## src/rtl/bomb_placer_if.sv

```systemverilog
// Placement request bundle from bomb_placer to the bomb-map updater.
// master drives requests and readiness; slave consumes them.
interface bomb_placer_if;
    logic       bombA_v;
    logic [3:0] bombA_x;
    logic [3:0] bombA_y;
    logic       bombB_v;
    logic [3:0] bombB_x;
    logic [3:0] bombB_y;
    logic       readyA;
    logic       readyB;

    modport master (
        output bombA_v, bombA_x, bombA_y,
        output bombB_v, bombB_x, bombB_y,
        output readyA, readyB
    );

    modport slave (
        input bombA_v, bombA_x, bombA_y,
        input bombB_v, bombB_x, bombB_y,
        input readyA, readyB
    );
endinterface

```

## src/rtl/bomb_placer.sv

```systemverilog
// Two-player bomb placement request generator: press detect, cooldown,
// one owned live bomb per player, border/occupancy filtering, A-wins arbitration.
module bomb_placer #(
    parameter int COOLDOWN = 3
) (
    input  logic          bombClk,
    input  logic          rst,
    input  logic          btnA,
    input  logic          btnB,
    input  logic [3:0]    playerAx,
    input  logic [3:0]    playerAy,
    input  logic [3:0]    playerBx,
    input  logic [3:0]    playerBy,
    input  logic [99:0]   i_curBombMap_0,
    input  logic [99:0]   i_curBombMap_1,
    input  logic [1:0]    game_state,
    bomb_placer_if.master bus
);

    function automatic logic [7:0] cell_idx(input logic [3:0] x, input logic [3:0] y);
        return 8'(x) * 8'd10 + 8'(y);
    endfunction

    function automatic logic cell_occ(input logic [99:0] occ_map, input logic [7:0] idx);
        return (idx < 8'd100) ? occ_map[idx[6:0]] : 1'b0;
    endfunction

    function automatic logic in_field(input logic [3:0] v);
        return (v >= 4'd1) && (v <= 4'd8);
    endfunction

    // Index 0 is player A, index 1 is player B.
    logic [1:0]      v_q, v_d;
    logic [1:0][3:0] x_q, x_d;
    logic [1:0][3:0] y_q, y_d;
    logic [1:0][3:0] cd_q, cd_d;
    logic [1:0]      slot_v_q, slot_v_d;
    logic [1:0]      slot_armed_q, slot_armed_d;
    logic [1:0][6:0] slot_xy_q, slot_xy_d;
    logic [1:0]      ready_q, ready_d;
    logic [1:0]      btn_prev_q, btn_prev_d;

    logic [99:0]     occ_map;
    logic [1:0]      btn;
    logic [1:0][3:0] px, py;
    logic [1:0][7:0] tgt;
    logic [1:0]      cand, acc;

    always_comb begin
        occ_map = i_curBombMap_1 | i_curBombMap_0;
        btn     = {btnB, btnA};
        px      = {playerBx, playerAx};
        py      = {playerBy, playerAy};
        tgt     = '0;
        cand    = '0;

        for (int p = 0; p < 2; p++) begin
            tgt[p]  = cell_idx(px[p], py[p]);
            cand[p] = (game_state == 2'd0) && btn[p] && !btn_prev_q[p] &&
                      (cd_q[p] == 4'd0) && !slot_v_q[p] &&
                      in_field(px[p]) && in_field(py[p]) &&
                      !cell_occ(occ_map, tgt[p]);
        end

        // Same-cell collision: A takes the cell, B is dropped without side effects.
        acc[0] = cand[0];
        acc[1] = cand[1] && !(cand[0] && (tgt[0] == tgt[1]));

        v_d          = '0;
        x_d          = x_q;
        y_d          = y_q;
        cd_d         = cd_q;
        slot_v_d     = slot_v_q;
        slot_armed_d = slot_armed_q;
        slot_xy_d    = slot_xy_q;
        ready_d      = '0;
        btn_prev_d   = btn;

        for (int p = 0; p < 2; p++) begin
            if (acc[p]) begin
                v_d[p]          = 1'b1;
                x_d[p]          = px[p];
                y_d[p]          = py[p];
                cd_d[p]         = 4'(COOLDOWN);
                slot_v_d[p]     = 1'b1;
                slot_armed_d[p] = 1'b0;
                slot_xy_d[p]    = tgt[p][6:0];
            end else begin
                if (cd_q[p] != 4'd0)
                    cd_d[p] = cd_q[p] - 4'd1;
                // The map lags the request by two edges, so arm only once the bomb shows up.
                if (slot_v_q[p] && !slot_armed_q[p] && cell_occ(occ_map, {1'b0, slot_xy_q[p]}))
                    slot_armed_d[p] = 1'b1;
                else if (slot_v_q[p] && slot_armed_q[p] && !cell_occ(occ_map, {1'b0, slot_xy_q[p]})) begin
                    slot_v_d[p]     = 1'b0;
                    slot_armed_d[p] = 1'b0;
                end
            end
            ready_d[p] = (cd_d[p] == 4'd0) && !slot_v_d[p];
        end
    end

    always_ff @(posedge bombClk) begin
        if (rst) begin
            v_q          <= '0;
            x_q          <= '0;
            y_q          <= '0;
            cd_q         <= '0;
            slot_v_q     <= '0;
            slot_armed_q <= '0;
            slot_xy_q    <= '0;
            ready_q      <= 2'b11;
            btn_prev_q   <= 2'b11;
        end else begin
            v_q          <= v_d;
            x_q          <= x_d;
            y_q          <= y_d;
            cd_q         <= cd_d;
            slot_v_q     <= slot_v_d;
            slot_armed_q <= slot_armed_d;
            slot_xy_q    <= slot_xy_d;
            ready_q      <= ready_d;
            btn_prev_q   <= btn_prev_d;
        end
    end

    assign bus.bombA_v = v_q[0];
    assign bus.bombA_x = x_q[0];
    assign bus.bombA_y = y_q[0];
    assign bus.bombB_v = v_q[1];
    assign bus.bombB_x = x_q[1];
    assign bus.bombB_y = y_q[1];
    assign bus.readyA  = ready_q[0];
    assign bus.readyB  = ready_q[1];

endmodule

```

## src/flat_wrapper.sv

```systemverilog
// flat-port wrapper written by rule: the top's interface ports become plain ports
module bomb_placer_flat 
#(
    parameter int COOLDOWN = 3
)
  (bombClk, rst, btnA, btnB, playerAx, playerAy, playerBx, playerBy, i_curBombMap_0, i_curBombMap_1, game_state, bus_bombA_v, bus_bombA_x, bus_bombA_y, bus_bombB_v, bus_bombB_x, bus_bombB_y, bus_readyA, bus_readyB);
  bomb_placer_if bus_i ();
  input  logic bombClk;
  input  logic rst;
  input  logic btnA;
  input  logic btnB;
  input  logic [3:0] playerAx;
  input  logic [3:0] playerAy;
  input  logic [3:0] playerBx;
  input  logic [3:0] playerBy;
  input  logic [99:0] i_curBombMap_0;
  input  logic [99:0] i_curBombMap_1;
  input  logic [1:0] game_state;
  output wire logic [$bits(bus_i.bombA_v)-1:0] bus_bombA_v;
  output wire logic [$bits(bus_i.bombA_x)-1:0] bus_bombA_x;
  output wire logic [$bits(bus_i.bombA_y)-1:0] bus_bombA_y;
  output wire logic [$bits(bus_i.bombB_v)-1:0] bus_bombB_v;
  output wire logic [$bits(bus_i.bombB_x)-1:0] bus_bombB_x;
  output wire logic [$bits(bus_i.bombB_y)-1:0] bus_bombB_y;
  output wire logic [$bits(bus_i.readyA)-1:0] bus_readyA;
  output wire logic [$bits(bus_i.readyB)-1:0] bus_readyB;
  assign bus_bombA_v = bus_i.bombA_v;
  assign bus_bombA_x = bus_i.bombA_x;
  assign bus_bombA_y = bus_i.bombA_y;
  assign bus_bombB_v = bus_i.bombB_v;
  assign bus_bombB_x = bus_i.bombB_x;
  assign bus_bombB_y = bus_i.bombB_y;
  assign bus_readyA = bus_i.readyA;
  assign bus_readyB = bus_i.readyB;
  bomb_placer #(.COOLDOWN(COOLDOWN)) u_core (.bombClk(bombClk), .rst(rst), .btnA(btnA), .btnB(btnB), .playerAx(playerAx), .playerAy(playerAy), .playerBx(playerBx), .playerBy(playerBy), .i_curBombMap_0(i_curBombMap_0), .i_curBombMap_1(i_curBombMap_1), .game_state(game_state), .bus(bus_i));
endmodule
```

## config.mk

```make
export PLATFORM = sky130hd
export DESIGN_NAME = bomb_placer_flat
export DESIGN_NICKNAME = d
export VERILOG_FILES = /design/src/rtl/bomb_placer_if.sv /design/src/rtl/bomb_placer.sv /design/src/flat_wrapper.sv
export SDC_FILE = /design/constraint.sdc
export NUM_CORES = 1
export LEC_CHECK = 0
export BUFFER_PORTS_ARGS = -buffer_cell sky130_fd_sc_hd__buf_2
export CAP_MARGIN = 20
export CELL_PAD_IN_SITES_DETAIL_PLACEMENT = 1
export CELL_PAD_IN_SITES_GLOBAL_PLACEMENT = 1
export CORE_MARGIN = 2
export CORE_UTILIZATION = 37
export CTS_BUF_LIST = sky130_fd_sc_hd__clkbuf_4 sky130_fd_sc_hd__clkbuf_8 sky130_fd_sc_hd__clkbuf_16
export CTS_CLUSTER_DIAMETER = 150
export CTS_CLUSTER_SIZE = 16
export DETAILED_ROUTE_END_ITERATION = 8
export GPL_TIMING_DRIVEN = 0
export HOLD_SLACK_MARGIN = 0.1
export PLACE_DENSITY = 0.88
export SYNTH_ARGS = -nofsm -noshare
export SYNTH_HDL_FRONTEND = slang
export SYNTH_SLANG_ARGS = --single-unit
```

## constraint.sdc

```tcl
create_clock -name bombClk -period 4.45 [get_ports bombClk]
set_input_delay 0.89 -clock bombClk [delete_from_list [all_inputs] [get_ports bombClk]]
set_output_delay 0.89 -clock bombClk [all_outputs]
set_load 0.05 [all_outputs]
```

# After elaboration in Yosys (flattened, before gate mapping)
# Cells that the tools add are included.
[totals]
register_bits = 48
inputBits = 222
elab_cells = 120
out_inout_bits = 20
[classes]
addsub = 4
bitwise = 1
mux = 28
n_mul = 2
n_reduce_logical = 54
magnitude_cmp = 16
eq_ne = 1
[op_table]
columns = ["operator", "n"]
rows = [
  ["bitwise OR 100 bit", 1],
  ["< comparator 7 x 8 -> 1 bit (second input constant)", 4],
  ["logical AND 1 bit", 30],
  ["binary-select mux 1 bit (select 7 bit)", 4],
  ["two-way mux 1 bit", 20],
  ["adder 8 x 4 -> 8 bit", 2],
  [">= comparator 4 x 1 -> 1 bit (second input constant)", 4],
  ["less-or-equal comparator 4 bit (second input constant)", 4],
  ["zero test 4 bit", 4],
  ["< comparator 8 x 7 -> 1 bit (second input constant)", 2],
  ["two-way mux 4 bit", 4],
  ["< comparator 7 bit (second input constant)", 2],
  ["multiplier 4 x 3 -> 7 bit (second input constant)", 2],
  ["zero test 1 bit", 13],
  ["== test 8 bit", 1],
  ["nonzero test 4 bit", 2],
  ["subtractor 4 x 1 -> 4 bit (second input constant)", 2],
  ["nonzero test 2 bit", 2],
  ["OR reduction 2 bit", 2],
  ["zero test 2 bit", 1],
]

# Longest topological paths before layout
[depth]
word_depth = 14
ltp_mapped = 16
depth_no_buf = 11

# Least setup slack after synthesis
# No wires, ideal clock.
[synth_path]
path_kind = "input-to-reg"
startpoint = "in playerAx[0]"
endpoint = "reg u_core.slot_xy_q[11] in the netlist's numbering"
required_time_ps = 4327
t_arrival_ps = 4006
slack_ps = 321
n_path_buf = 1
path_stages = 12
setup_time_ps = 123
path_cell_list = "ha_1 > inv_1 > fa_1 > xnor2_2 > mux4_2 > mux4_2 > nor3_4 > o41ai_4 > nand3_1 > o221a_2 > buf_6 > mux2_1"
[synth_between]
elab_chain_cells = 10
word_cells_on_any_way = 17
cone_classes = "1 x add/sub; 1 x mul; 3 x order compare; 1 x eq/ne; 3 x mux; 8 x reduce/logical"
[synth_lines]
columns = ["item", "line", "source"]
rows = [
  ["from (decl)", "flat_wrapper.sv:12", "input logic [3:0] playerAx;"],
  ["multiplier 4 x 3 -> 7 bit", "bomb_placer.sv:21", "return 8'(x) * 8'd10 + 8'(y);"],
  ["adder 8 x 4 -> 8 bit", "bomb_placer.sv:21", ""],
  ["binary-select mux 1 bit (select 7 bit)", "bomb_placer.sv:25", "return (idx < 8'd100) ? occ_map[idx[6:0]] : 1'b0;"],
  ["two-way mux 1 bit (not written as such)", "bomb_placer.sv:25", ""],
  ["two-way mux 1 bit", "bomb_placer.sv:25", ""],
  ["zero test 1 bit", "bomb_placer.sv:62", "!cell_occ(occ_map, tgt[p]);"],
  ["logical AND 1 bit", "bomb_placer.sv:61", "in_field(px[p]) && in_field(py[p]) &&"],
  ["logical AND 1 bit *", "bomb_placer.sv:67", "acc[1] = cand[1] && !(cand[0] && (tgt[0] == tgt[1]));"],
  ["zero test 1 bit *", "bomb_placer.sv:67", ""],
  ["logical AND 1 bit *", "bomb_placer.sv:67", ""],
  ["to (signal assigned)", "bomb_placer.sv:121", "slot_xy_q <= slot_xy_d;"],
  ["to (decl)", "bomb_placer.sv:39", "logic [1:0][6:0] slot_xy_q, slot_xy_d;"],
]
# Mark *: on every way between the ends. The rest lies on a longest branch, timed or not. The select of a mux whose other input is x is not followed.
# A chain may end at the register's enable or synchronous reset.

# Worst setup path after layout
[layout_path]
startpoint = "in playerBx[0]"
endpoint = "reg u_core.v_q[1]"
[layout_between]
elab_chain_cells = 9
word_cells_on_any_way = 18
cone_classes = "1 x add/sub; 1 x mul; 3 x order compare; 1 x eq/ne; 4 x mux; 8 x reduce/logical"
[layout_lines]
columns = ["item", "line", "source"]
rows = [
  ["from (decl)", "flat_wrapper.sv:14", "input logic [3:0] playerBx;"],
  ["multiplier 4 x 3 -> 7 bit", "bomb_placer.sv:21", ""],
  ["adder 8 x 4 -> 8 bit", "bomb_placer.sv:21", ""],
  ["binary-select mux 1 bit (select 7 bit)", "bomb_placer.sv:25", ""],
  ["two-way mux 1 bit (not written as such)", "bomb_placer.sv:25", ""],
  ["two-way mux 1 bit", "bomb_placer.sv:25", ""],
  ["zero test 1 bit", "bomb_placer.sv:62", ""],
  ["logical AND 1 bit", "bomb_placer.sv:61", ""],
  ["logical AND 1 bit *", "bomb_placer.sv:67", ""],
  ["two-way mux 1 bit *", "bomb_placer.sv:80", "if (acc[p]) begin"],
  ["to (signal assigned)", "bomb_placer.sv:115", "v_q <= v_d;"],
  ["to (decl)", "bomb_placer.sv:33", "logic [1:0] v_q, v_d;"],
]
# Marked as above.

==> results.rst <==
.. list-table::
   :header-rows: 1

   * - Metric
     - Value
   * - Layout filler cell count
     - 2,159
   * - Global-route wire length before repair
     - 46,870 um
   * - Final cycle utilization of the critical path
     - 99.23%
   * - Number of flops mapped to enable cells by yosys
     - 0
   * - Height of the die
     - 137.8 um
   * - TritonCTS Buffers
     - 5
   * - Number of global-route vias before repair
     - approximately 8,300
   * - Power density relative to cell area
     - 263.4 nW/um^2
   * - Dominant synthesized flop cell
     - dfxtp_1
   * - Startpoint of the worst register-to-register path
     - u_core.slot_xy_q[4]$_SDFFE_PP0P_
   * - Post-layout net count
     - 1,264
   * - Detailed-route vias per instance
     - 6.680
   * - Die Footprint
     - 18,990 um^2
   * - Sink Count
     - 46
   * - Beginning of the critical path
     - playerBx[0]
   * - Switching power
     - 996.5 uW
   * - Distinct cell type count of the synthesized netlist
     - 74
   * - Remaining design rule violation count
     - 0
   * - Leakage Power
     - ~0.0034 uW
   * - Count of maximum capacitance violations
     - 0
   * - Async set-or-reset flop fraction in the synthesized netlist
     - 0%
   * - Number of vias in the routed layout
     - 8,343
   * - Cell chosen for the clock root
     - clkbuf_16
   * - Number of top-level pins
     - 242
   * - Pin count of the biggest net entering global routing
     - 16
   * - Setup clock skew after layout
     - 0.004997 ns
   * - Post-synth net total
     - 1,015
   * - Critical path peak fanout
     - 10
   * - Min Clock Period, post-route
     - approximately 4.4 ns
   * - Port Buffer Count
     - 238
   * - DRT Wirelength
     - 32,530 um
   * - Placeable Area
     - 17,420 um^2
   * - Max Transition Viols Final
     - 0
   * - Run status
     - finished clean
   * - Starting density of the core
     - 38.04%
   * - Share of total power in the clock network
     - 20.3%
   * - Max Fclk
     - approximately 230 MHz
   * - Sequential-to-total area share from yosys stat
     - between 10% and 20%
   * - Hold Path Origin
     - u_core.bus.bombB_y[1]$_SDFFE_PP0P_
   * - Hold Worst Slack
     - 0.4598 ns
   * - Path depth of the worst reg2reg path
     - 9
   * - Worst EP required
     - roughly 4.6 ns
   * - Wire length per cell
     - 26.04 um
   * - Clock tree buffer depth
     - 2
   * - Initial antenna violation count
     - 0
   * - Worst hold path type
     - reg -> reg
   * - Internal cell power
     - between 1000 and 1500 uW
   * - Synthesized flop and latch total
     - 46
   * - Clk slew on worst S/H paths
     - 0.07 ns
   * - Clk Latency, worst-skew pair
     - ~0.30 ns
   * - Startpoint type of the worst setup path
     - input pin
   * - Total setup violations reported at the end of the flow
     - 0
   * - Hold Path Stages
     - 2
   * - Sequential Power Share
     - 21.7%
   * - Remaining Overflow, GRT
     - 0
   * - Die X-Extent
     - between 100 and 150 um
   * - Row count
     - 48
   * - Fraction of power consumed by combinational cells
     - between 50% and 60%
   * - Net switching share of the total power
     - between 40% and 50%
   * - Share of post-route cells with drive strength above 1
     - 39.10%
   * - Netlist Area Pre-Place
     - between 6000 and 7000 um^2
   * - Detailed Routing Iterations Pass 1
     - 6
   * - Global placement routability congestion
     - 1.034
   * - CTS tree
     - done
   * - Peak supply drop
     - 0.0001618 V
   * - Final hold vios
     - 0
   * - Worst Setup Path Type
     - in -> reg
   * - Warnings, synthesis
     - 0
   * - Actual slew at the worst max-slew pin
     - 0.9009 ns
   * - Mean cell area of the mapped netlist
     - ~8.6 um^2
   * - Total GRT Usage
     - 33.36%
   * - CP endpoint kind
     - flop
   * - CTS Hold Buffers Added
     - 0
   * - Normalized max-slew margin
     - 39.94%
   * - First-iteration detailed-routing DRC count
     - 876
   * - Sum Neg Setup Slack
     - 0 ns
   * - Crit path arrival time
     - 4.55 ns
   * - Remaining antenna violation count after routing
     - 0
   * - Number of H-tree levels
     - 2
   * - Gate count of the mapped netlist
     - 773
   * - Layout overhead on the synthesized area
     - 28.03%
   * - Post-detailed-placement half-perimeter wirelength
     - 25,380 um
==> registers in the layout, summed over array words and instances (netlist names) <==
register and count:
u_core.slot_armed_q 2, u_core.cd_q 8, u_core.slot_xy_q 14, u_core.bus.bombB_x 4, u_core.btn_prev_q 2, u_core.bus.bombB_y 3, u_core.v_q 2, u_core.bus.bombA_x 4
u_core.ready_q 2, u_core.bus.bombA_y 3, u_core.slot_v_q 2
==> critical path, cell delays in order <==
cell,delay (ns)
buf_2,0.13
ha_1,0.31
ha_1,0.43
xor2_2,0.24
clkbuf_4,0.30
buf_2,0.31
a211oi_1,0.08
o2bb2ai_1,0.17
nor4_2,0.40
nor4_2,0.15
or4_1,0.54
a2111oi_1,0.58
==> power by group through the flow <==
stage	clock (uW)	sequential [uW]	combinational, uW
2_1_floorplan	0	517	735
3_3_place_gp	0	491	1130
3_5_place_dp	0	493	1170
4_1_cts	456	485	1210
5_1_grt	472	490	1360
6_report	454	485	1300
==> through the flow <==
step	std cells	area, um^2	util [%]	worst slack (ns)	total power (uW)
floorplan	773	6625	-	0.3210	1252
global placement	1236	8098	46.49	-0.8299	1620
detailed placement	1236	8098	46.49	-0.8750	1659
CTS	1244	8364	48.02	0.00009903	2148
global route	1248	8479	48.69	-0.005803	2319
finish	1249	8482	48.70	0.03446	2234
==> cells in the mapped netlist (16+ instances only) <==
| cell type | n | area share, % |
|---|---|---|
| mux4_2 | 78 | 27 |
| a2111oi_0 | 19 | 2.5 |
| xnor2_1 | 22 | 2.9 |
| a211oi_1 | 22 | 2.5 |
| o21ai_0 | 22 | 1.7 |
| a21oi_1 | 40 | 3.0 |
| dfxtp_1 | 46 | 14 |
| ha_1 | 16 | 3.0 |
| nor3_1 | 65 | 4.9 |
| mux2i_1 | 31 | 4.7 |
| clkbuf_1 | 32 | 1.8 |
| nand2_1 | 52 | 2.9 |
| nand3_1 | 20 | 1.5 |
| nor2_1 | 124 | 7.0 |
| buf_2 | 16 | 1.2 |
| inv_1 | 19 | 1.1 |
==> cells in the final DEF, fill, tap and decap left out, drive strengths merged, types with 4 or more instances in the layout <==
| cell | count |
|---|---|
| mux2i | 31 |
| xor2 | 8 |
| ha | 16 |
| nand3 | 20 |
| a21oi | 40 |
| nor2 | 124 |
| a211oi | 23 |
| mux2 | 5 |
| o211a | 5 |
| mux4 | 78 |
| nor3 | 66 |
| nor4b | 4 |
| buf | 265 |
| xnor2 | 23 |
| a22oi | 4 |
| fa | 4 |
| nor2b | 6 |
| clkbuf | 38 |
| dfxtp | 46 |
| o21ai | 23 |
| a31oi | 9 |
| o41ai | 8 |
| nor4 | 11 |
| inv | 23 |
| nand2 | 52 |
| nand4 | 10 |
| a2111oi | 19 |
| or2 | 5 |
| nand2b | 8 |
==> layer usage <==
| metal | part of all wire (%) | track usage, % |
|---|---|---|
| met5 | 0 | 0 |
| met3 | 12 | 9.639 |
| met4 | 4.9 | 15.25 |
| met1 | 37 | 40.98 |
| met2 | 46 | 54.17 |
==> logic make-up after synthesis <==
kind of cell               Yosys count  synth area share [%]
AOI/OAI and AO/OA                  161                 17.55
xor gates and xnor gates            31                 4.325
adders and majority gates           20                 4.230
buffers and inverters               80                 5.175
DFF                                 46                 13.90
muxes                              114                 32.05
and+or+nand+nor                    321                 22.78
==> final cells by class <==
cell class | count | area [um^2] | share of cell area [%]
antenna | 1 | 2.502 | 0.02950
clock buffer | 5 | 125.1 | 1.475
clock inverter | 3 | 43.79 | 0.5163
tap | 225 | 281.5 | 3.319
multi-input combinational | 647 | 5515 | 65.02
sequential | 46 | 920.9 | 10.86
buffer | 55 | 274.0 | 3.231
inverter | 24 | 90.09 | 1.062
timing repair buffer | 243 | 1229 | 14.49
==> final timing paths <==
check             slack [ns]                            endpoint
setup / recovery        0.03            u_core.v_q[1]$_SDFF_PP0_
hold / removal          0.46  u_core.bus.bombB_y[1]$_SDFFE_PP0P_
setup reg to reg        0.51        u_core.ready_q[0]$_SDFF_PP1_
hold reg to reg         0.46  u_core.bus.bombB_y[1]$_SDFFE_PP0P_
==> what timing repair did <==
item / 4_1_cts / 5_1_grt
pin swaps: 1 / 1
buffers inserted: 1 / 4
resized for setup: 19 / 26
endpoints found under the setup margin: 44 / 29
No activity file was read; power rests on OpenSTA's default activity.
